File: src/rtl/bomb_pkg.sv
// Shared game-state and difficulty encodings for the bomb board.
package bomb_pkg;

  typedef enum logic [2:0] {
    IDLE              = 3'b000,
    ATIVATING         = 3'b001,
    ATIVATED          = 3'b010,
    DETONATING        = 3'b011,
    MISSION_FAILED    = 3'b100,
    MISSION_SUCCESSED = 3'b101
  } game_state_e;

  localparam logic [1:0] DIFF_LONG   = 2'b00;
  localparam logic [1:0] DIFF_MEDIUM = 2'b01;
  localparam logic [1:0] DIFF_SHORT  = 2'b10;

  localparam logic [6:0] PHASE_LAST = 7'd99;

  function automatic logic [1:0] map_diff(
    input logic [1:0] sw
  );
    return (sw == 2'b11) ? DIFF_LONG : sw;
  endfunction

endpackage

File: src/rtl/rise_edge_det.sv
// Rising-edge detector; register resets high so a level held
// through reset is not seen as an edge.
module rise_edge_det (
  input  logic clk,
  input  logic rst,
  input  logic d,
  output logic rise
);

  logic d_q;

  always_ff @(posedge clk) begin
    if (!rst) d_q <= 1'b1;
    else      d_q <= d;
  end

  assign rise = d & ~d_q;

endmodule

File: src/rtl/bomb_game_ctrl.sv
// Bomb game sequencer: state, strikes, difficulty latch, buzzer.
// Optional warning beeps in ATIVATED: BOMB_CTRL_WARN_BEEP_EN.
module bomb_game_ctrl #(
  parameter int MAX_STRIKES    = 3,
  parameter int ARM_CYCLES     = 2,
  parameter int DETONATE_TICKS = 200
) (
  input  logic       clk,
  input  logic       rst,
  input  logic       tick_10ms,
  input  logic       start_btn,
  input  logic [1:0] diff_sw,
  input  logic       strike_pulse,
  input  logic       all_defused,
  input  logic       time_out,
  input  logic       one_min_left,
  input  logic       ten_sec_left,
  output logic [2:0] current_state,
  output logic       time_limit_1,
  output logic       time_limit_0,
  output logic [2:0] strike_count,
  output logic       buzzer_en,
  output logic       game_over
);
  import bomb_pkg::*;

  localparam int AW = $clog2(ARM_CYCLES + 1);
  localparam int TW = $clog2(DETONATE_TICKS + 1);
  localparam logic [2:0]    MAX_S    = 3'(MAX_STRIKES);
  localparam logic [AW-1:0] ARM_LAST = AW'(ARM_CYCLES - 1);
  localparam logic [TW-1:0] DET_LAST = TW'(DETONATE_TICKS - 1);

  game_state_e   state_q, state_d;
  logic [2:0]    strike_q, strike_d;
  logic [AW-1:0] arm_q, arm_d;
  logic [TW-1:0] tick_q, tick_d;
  logic          det_entry_q, det_entry_d;
  logic [1:0]    tl_q, tl_d;
  logic          buzz_q, buzz_d;
  logic          over_q, over_d;
  logic          start_rise;

`ifdef BOMB_CTRL_WARN_BEEP_EN
  logic [6:0]    phase_q, phase_d;
`else
  logic          unused_warn;
  assign unused_warn = ^{one_min_left, ten_sec_left};
`endif

  rise_edge_det u_start_det (
    .clk  (clk),
    .rst  (rst),
    .d    (start_btn),
    .rise (start_rise)
  );

  always_ff @(posedge clk) begin
    if (!rst) begin
      state_q     <= IDLE;
      strike_q    <= '0;
      arm_q       <= '0;
      tick_q      <= '0;
      det_entry_q <= 1'b0;
      tl_q        <= DIFF_LONG;
      buzz_q      <= 1'b0;
      over_q      <= 1'b0;
`ifdef BOMB_CTRL_WARN_BEEP_EN
      phase_q     <= '0;
`endif
    end else begin
      state_q     <= state_d;
      strike_q    <= strike_d;
      arm_q       <= arm_d;
      tick_q      <= tick_d;
      det_entry_q <= det_entry_d;
      tl_q        <= tl_d;
      buzz_q      <= buzz_d;
      over_q      <= over_d;
`ifdef BOMB_CTRL_WARN_BEEP_EN
      phase_q     <= phase_d;
`endif
    end
  end

  always_comb begin
    state_d = state_q;
    unique case (state_q)
      IDLE:
        if (start_rise) state_d = ATIVATING;
      ATIVATING:
        if (arm_q == ARM_LAST) state_d = ATIVATED;
      ATIVATED: begin
        if (time_out)
          state_d = DETONATING;
        else if (strike_pulse &&
                 strike_q == MAX_S - 3'd1)
          state_d = DETONATING;
        else if (all_defused)
          state_d = MISSION_SUCCESSED;
      end
      DETONATING:
        if (!det_entry_q && tick_10ms &&
            tick_q == DET_LAST)
          state_d = MISSION_FAILED;
      MISSION_FAILED, MISSION_SUCCESSED:
        if (start_rise) state_d = IDLE;
      default:
        state_d = IDLE;
    endcase
  end

  always_comb begin
    strike_d = strike_q;
    tick_d   = tick_q;
    tl_d     = tl_q;
    arm_d    = '0;

    if (state_q == IDLE && start_rise) begin
      tl_d     = map_diff(diff_sw);
      strike_d = '0;
    end

    if (state_q == ATIVATING) arm_d = arm_q + AW'(1);

    // success outranks a non-final strike, so it only counts
    // when we stay armed or the strike itself detonates
    if (state_q == ATIVATED && !time_out &&
        strike_pulse && strike_q < MAX_S &&
        (state_d == ATIVATED ||
         state_d == DETONATING))
      strike_d = strike_q + 3'd1;

    det_entry_d = (state_d == DETONATING) &&
                  (state_q != DETONATING);
    if (det_entry_d)
      tick_d = '0;
    else if (state_q == DETONATING &&
             !det_entry_q && tick_10ms)
      tick_d = tick_q + TW'(1);

    over_d = (state_d == MISSION_FAILED) ||
             (state_d == MISSION_SUCCESSED);
    buzz_d = (state_d == DETONATING);

`ifdef BOMB_CTRL_WARN_BEEP_EN
    phase_d = '0;
    if (state_q == ATIVATED) begin
      phase_d = phase_q;
      if (tick_10ms)
        phase_d = (phase_q == PHASE_LAST) ?
                  7'd0 : phase_q + 7'd1;
    end
    if (state_d == ATIVATED) begin
      if (ten_sec_left)
        buzz_d = (phase_d % 7'd25) < 7'd5;
      else if (one_min_left)
        buzz_d = phase_d < 7'd10;
    end
`endif
  end

  assign current_state = state_q;
  assign time_limit_1  = tl_q[1];
  assign time_limit_0  = tl_q[0];
  assign strike_count  = strike_q;
  assign buzzer_en     = buzz_q;
  assign game_over     = over_q;

endmodule
File: config.mk
export PLATFORM = sky130hd
export DESIGN_NAME = bomb_game_ctrl
export DESIGN_NICKNAME = d
export VERILOG_FILES = /design/src/rtl/bomb_pkg.sv /design/src/rtl/rise_edge_det.sv /design/src/rtl/bomb_game_ctrl.sv
export SDC_FILE = /design/constraint.sdc
export NUM_CORES = 1
export LEC_CHECK = 0
export ABC_CLOCK_PERIOD_IN_PS = 1990
export CAP_MARGIN = 0
export CORE_MARGIN = 1
export CORE_UTILIZATION = 50
export DETAILED_ROUTE_END_ITERATION = 10
export PLACE_DENSITY = 0.77
export SYNTH_ARGS = -nofsm -noshare
export SYNTH_HDL_FRONTEND = slang
export SYNTH_HIERARCHICAL = 1
export SYNTH_SLANG_ARGS = --single-unit
File: constraint.sdc
create_clock -name clk -period 1.99 [get_ports clk]
set_input_delay 0.398 -clock clk [delete_from_list [all_inputs] [get_ports clk]]
set_output_delay 0.398 -clock clk [all_outputs]
set_load 0.05 [all_outputs]
---- Word-level counts from Yosys, hierarchy flattened ----
Cells that the tools add are included.
storage, ports and cells
  input bits .............................. 11
  logic and storage cells ................. 61
  register bits after elaboration ......... 22
  output and inout port bits .............. 10
cells by class
  bitwise operators ....................... 3
  reduce and logical (&&, ||, !) cells .... 20
  equal/unequal tests ..................... 14
  add/subtract/negate cells ............... 3
  magnitude comparators ................... 1
  mux-type cells .......................... 11
operator list
  cell                                                                          number
  3-bit 2-to-1 mux                                                              9
  3-bit by 2-bit equality test with 1-bit output, second input constant         5
  3-bit case mux with 5 select lines                                            1
  3-bit equality test, second input constant                                    4
  1-bit logical AND                                                             11
  8-bit by 1-bit adder with 8-bit output, second input constant                 1
  8-bit equality test, second input constant                                    1
  2-bit OR reduction                                                            2
  3-bit by 1-bit adder with 3-bit output, second input constant                 1
  3-bit by 1-bit equality test with 1-bit output, second input constant         1
  3-bit zero test                                                               1
  3-bit by 2-bit less-than comparator with 1-bit output, second input constant  1
  3-bit by 2-bit != test with 1-bit output, second input constant               1
  2-bit by 1-bit adder with 2-bit output, second input constant                 1
  2-bit by 1-bit equality test with 1-bit output, second input constant         1
  2-bit equality test, second input constant                                    1
  1-bit zero test                                                               2
  1-bit logical OR                                                              2
  2-bit 2-to-1 mux                                                              1
  1-bit inverter                                                                2
  2-bit AND reduction                                                           1
  2-bit nonzero test                                                            1
  1-bit bitwise AND                                                             1

---- Logic depth before layout (Yosys ltp) ----
Gate-level depths: netlist (run 1).
  depth after elaboration ................. 9
  depth in mapped cells ................... 6
  depth with buffers taken out ............ 6

---- Cells and area by module ----
Netlist (run 1), hierarchy kept.
modules (own cells, without submodules)
  module          area each (um^2)  times used  sequential area each (um^2)  cells each
  bomb_game_ctrl  1068.5            1           420.4                        116
  rise_edge_det   40.0              1           20.0                         3

---- Worst setup path before layout (run 1) ----
OpenSTA, ideal clock, no wires.
  kind .................................... register -> register
  from .................................... register strike_q[0] (netlist: strike_count[0])
  to ...................................... register state_q[0] (netlist: current_state[0])
  data arrival time ....................... 1.714 ns
  path slack .............................. 0.153 ns
  stages on the path, launching flop included .. 7
  setup time .............................. 0.124 ns
  path buffers ............................ 0
  required time ........................... 1.866 ns
  period minus slack after synthesis ...... 1.837 ns
  cells stage by stage .................... dfxtp_1 inv_1 ha_1 and3b_1 or3_1 a21oi_1 a21boi_1
between the ends
  word-level cells in the longest chain between the ends .. 5
RTL lines
  element                                         line                  RTL
  start, declared                                 bomb_game_ctrl.sv:34  logic [2:0] strike_q, strike_d;
  start signal, assigned                          bomb_game_ctrl.sv:72  strike_q <= strike_d;
  3-bit by 2-bit equality test with 1-bit output  bomb_game_ctrl.sv:96  strike_q == MAX_S - 3'd1)
  1-bit logical AND                               bomb_game_ctrl.sv:95  else if (strike_pulse &&
  3-bit 2-to-1 mux                                bomb_game_ctrl.sv:95
  3-bit 2-to-1 mux                                bomb_game_ctrl.sv:93  if (time_out)
  3-bit case mux with 5 select lines              bomb_game_ctrl.sv:87  unique case (state_q)
  end signal, assigned                            bomb_game_ctrl.sv:71  state_q <= state_d;
  end, declared                                   bomb_game_ctrl.sv:33  game_state_e state_q, state_d;
No other way between the ends.
A chain may end at the register's enable or synchronous reset.

---- Final worst setup path (run 1) ----
  from .................................... register strike_q[1] (netlist: strike_count[1])
  to ...................................... output strike_count[1]
RTL lines
  element        line                  RTL
  end, declared  bomb_game_ctrl.sv:21  output logic [2:0] strike_count,
No word-level cell between the ends.

==> impl_results.md, run 1 <==
- Arr. time, crit path: 1.54 ns
- WHS: 0.429 ns
- Core Box Area: 0.00202 mm^2
- Worst-Skew Late Latency: approximately 0.3 ns
- Max cap viols: 0
- Unique masters post-synth: 41
- Net Sw Power: 161 uW
- Routability cong.: 0.806
- Cts repair resizes: 0
- Per-cell routed wire length: 12.4 um
- Antenna cells: 0
- FF+latch count, synth: 22
- Clock Sinks: 22
- Hold Buf Count CTS: 0
- Placed insts: 163
- Hold Violations, Final: 0
- Critical path class: register to primary output
- Final WL: 2060 um
- Max Fclk: a little over 500 MHz
- Post-synth EDFFs: 0
- Num rows: 16
- Cell Area, Synth: around 0.0011 mm^2
- Root Buffer: clkbuf_4
- Max rail drop VDD: 0.423 mV
- Die area: 0.00241 mm^2
- Max Slew Vio Count: 0
- Critical path buffer and inverter count: 1
- Post-synthesis async set-or-reset flop share: 0
- Sw Ratio: 0.227
- CTS tree: yes
- Number of routed nets with antenna violations: 0
- Synth top cells by count: dfxtp_1 (22), nor2_1 (12), nand2_1 (8)
- Synth top area cells: dfxtp_1 (40%), ha_1 (4.5%), nor2_1 (4.1%), xor2_1 (4.0%), nor3b_2 (3.4%)
- Startpoint Class: register
- Final period utilization: 0.972
- Critical-path cell list: clkdlybuf4s50_1
- Final HPWL DP: 1560 um
- Synth-to-layout area growth: 20.1%
- Count leader, synth: dfxtp_1
- Total Routing Usage GR: 0.191
- Via count: between 800 and 900
- RSZ-0062 raised after global routing: no
- Biggest area consumer among synthesized cells: dfxtp_1
- Via density: 5.38
- CP peak stage delay: 0.83 ns
- Primary FF master, synth: dfxtp_1
- Drt first pass iters: 4
- Crit-path max FO: 5
- Antenna violations before repair: 0
- Worst EP required: 1.59 ns
- Clock Tree Buf Depth: 2
- Die span in y: 49.1 um
- Cells after synthesis: roughly 120
- P_leak: ~0.00055 uW
- Power per cell area: 532 mW/mm^2
- Setup Skew: 0.00779 ns
- Vias in the first global route: 861
- Clock Power Share: 0.273
- Reg clk slew, reported paths: roughly 0.12 ns
- Drt drc: 0
- First-pass GRT wire length: 3540 um
- Setup violators final: 0
- Starting Density: 0.548
- Ys Warns: 6
- P_int: about 550 uW
- Flop pwr share: 0.636
- Width of the die: 49.1 um
- Top Family by Delay on Critical Path: buffers and inverters
- Filler cells: 185
- Largest net degree at the start of global routing: 13
- DRC marker count from the first detailed-route iteration: 16
- Max_slew headroom: 0.660
- Avg Cell Area, Syn: 9.32 um^2
- Overall Power: roughly 700 uW
- Logic gate share of total power: 0.091
- CP endpoint kind: primary output
- Pin slew with the least headroom to its limit: a little over 0.5 ns
- Final Core Density: 0.658
- I/O pin count: 21
- Cts bufs inserted: 3
- Status: finished clean
- Synth Net Count: 134
- # Post-CTS Setup Buffers: 0
- Layout Nets: 156
- Overflow after GRT: 0
- Hold Crit Class: register to register
- Share of the synthesized area in the top cell type: 0.397
- Layout cells sized above 1: 0.129
- Fin cells: 166
- H-tree lvl count: 1
- Final min period: 1.93 ns
- Slowest stage cell, crit path: clkdlybuf4s50_1
- Seq/Total Area, Yosys: 0.397
- Port Buffers: 18
[layout make-up]
| cell class | count | area, um^2 | area share |
|---|---|---|---|
| Timing Repair Buffer | 21 | 198 | 0.148 |
| Clock buffer | 3 | 22.5 | 0.0169 |
| Inverter | 5 | 18.8 | 0.0141 |
| Tap cell | 27 | 33.8 | 0.0254 |
| Sequential cell | 22 | 440 | 0.331 |
| Multi-Input combinational cell | 88 | 618 | 0.464 |
[power by group through the flow]
stage	clock network, uW	logic (uW)	registers, uW
after floorplan	0	28.4	466
after global placement	0	63.1	460
after detailed placement	0	64.6	461
after CTS	201	64.9	451
after global routing	221	70.2	452
final	193	64.6	451
[through the flow]
stage,instance area [um^2],setup slack (ns),setup TNS [ns]
after floorplan,1110,0.153,0
after global placement,1310,-0.112,-0.418
after detailed placement,1310,-0.143,-0.593
after CTS,1330,0.00779,0
after global routing,1330,0.0126,0
final,1330,0.0564,0
[state kept, by name, summed over array words and instances (netlist names)]
register         cells
arm_q                2
buzzer_en            1
current_state        3
det_entry_q          1
game_over            1
strike_count         3
tick_q               8
tl_q                 2
u_start_det/d_q      1
[routing by layer]
layer	vias up	GRT usage	routed length (um)
li1	459	-	-
met1	424	0.217	922
met2	8	0.342	1080
met3	2	0.0280	36
met4	0	0.0980	21
met5	-	0	0
[placed cells by master, fill, tap and decap left out, types with 4 or more instances in the layout]
cell type        netlist  layout
dfxtp_1               22      22
clkdlybuf4s50_1        0      14
nor2_1                12      12
nand2_1                8       8
a21oi_1                6       6
buf_4                  0       6
inv_1                  5       5
nor2b_1                5       5
xor2_1                 5       5
nand4_1                4       4
o21ai_0                4       4
ha_1                   4       4
[kinds of logic after synthesis]
group | synth area share
xor+xnor | 0.0474
flops | 0.397
fa+ha+maj | 0.0451
buf+inv | 0.0451
mux | 0.00903
simple gates | 0.336
compound gates | 0.120
[final timing paths]
| path | start | end | slack (ns) | cells past startpoint |
|---|---|---|---|---|
| max reg2reg | strike_count[0] | det_entry_q | 0.36 | 6 |
| max | strike_count[1] | strike_count[1] | 0.06 | 1 |
| min reg2reg | arm_q[0] | arm_q[0] | 0.43 | 1 |
| min | arm_q[0] | arm_q[0] | 0.43 | 1 |
(Power assumes the default switching activity.)
==> run 2, diff against run 1 <==
Settings changed: CTS_BUF_LIST set to sky130_fd_sc_hd__clkbuf_4.
==> results of run 2 <==
Final layout, timing and power as in run 1 (identical DEF).
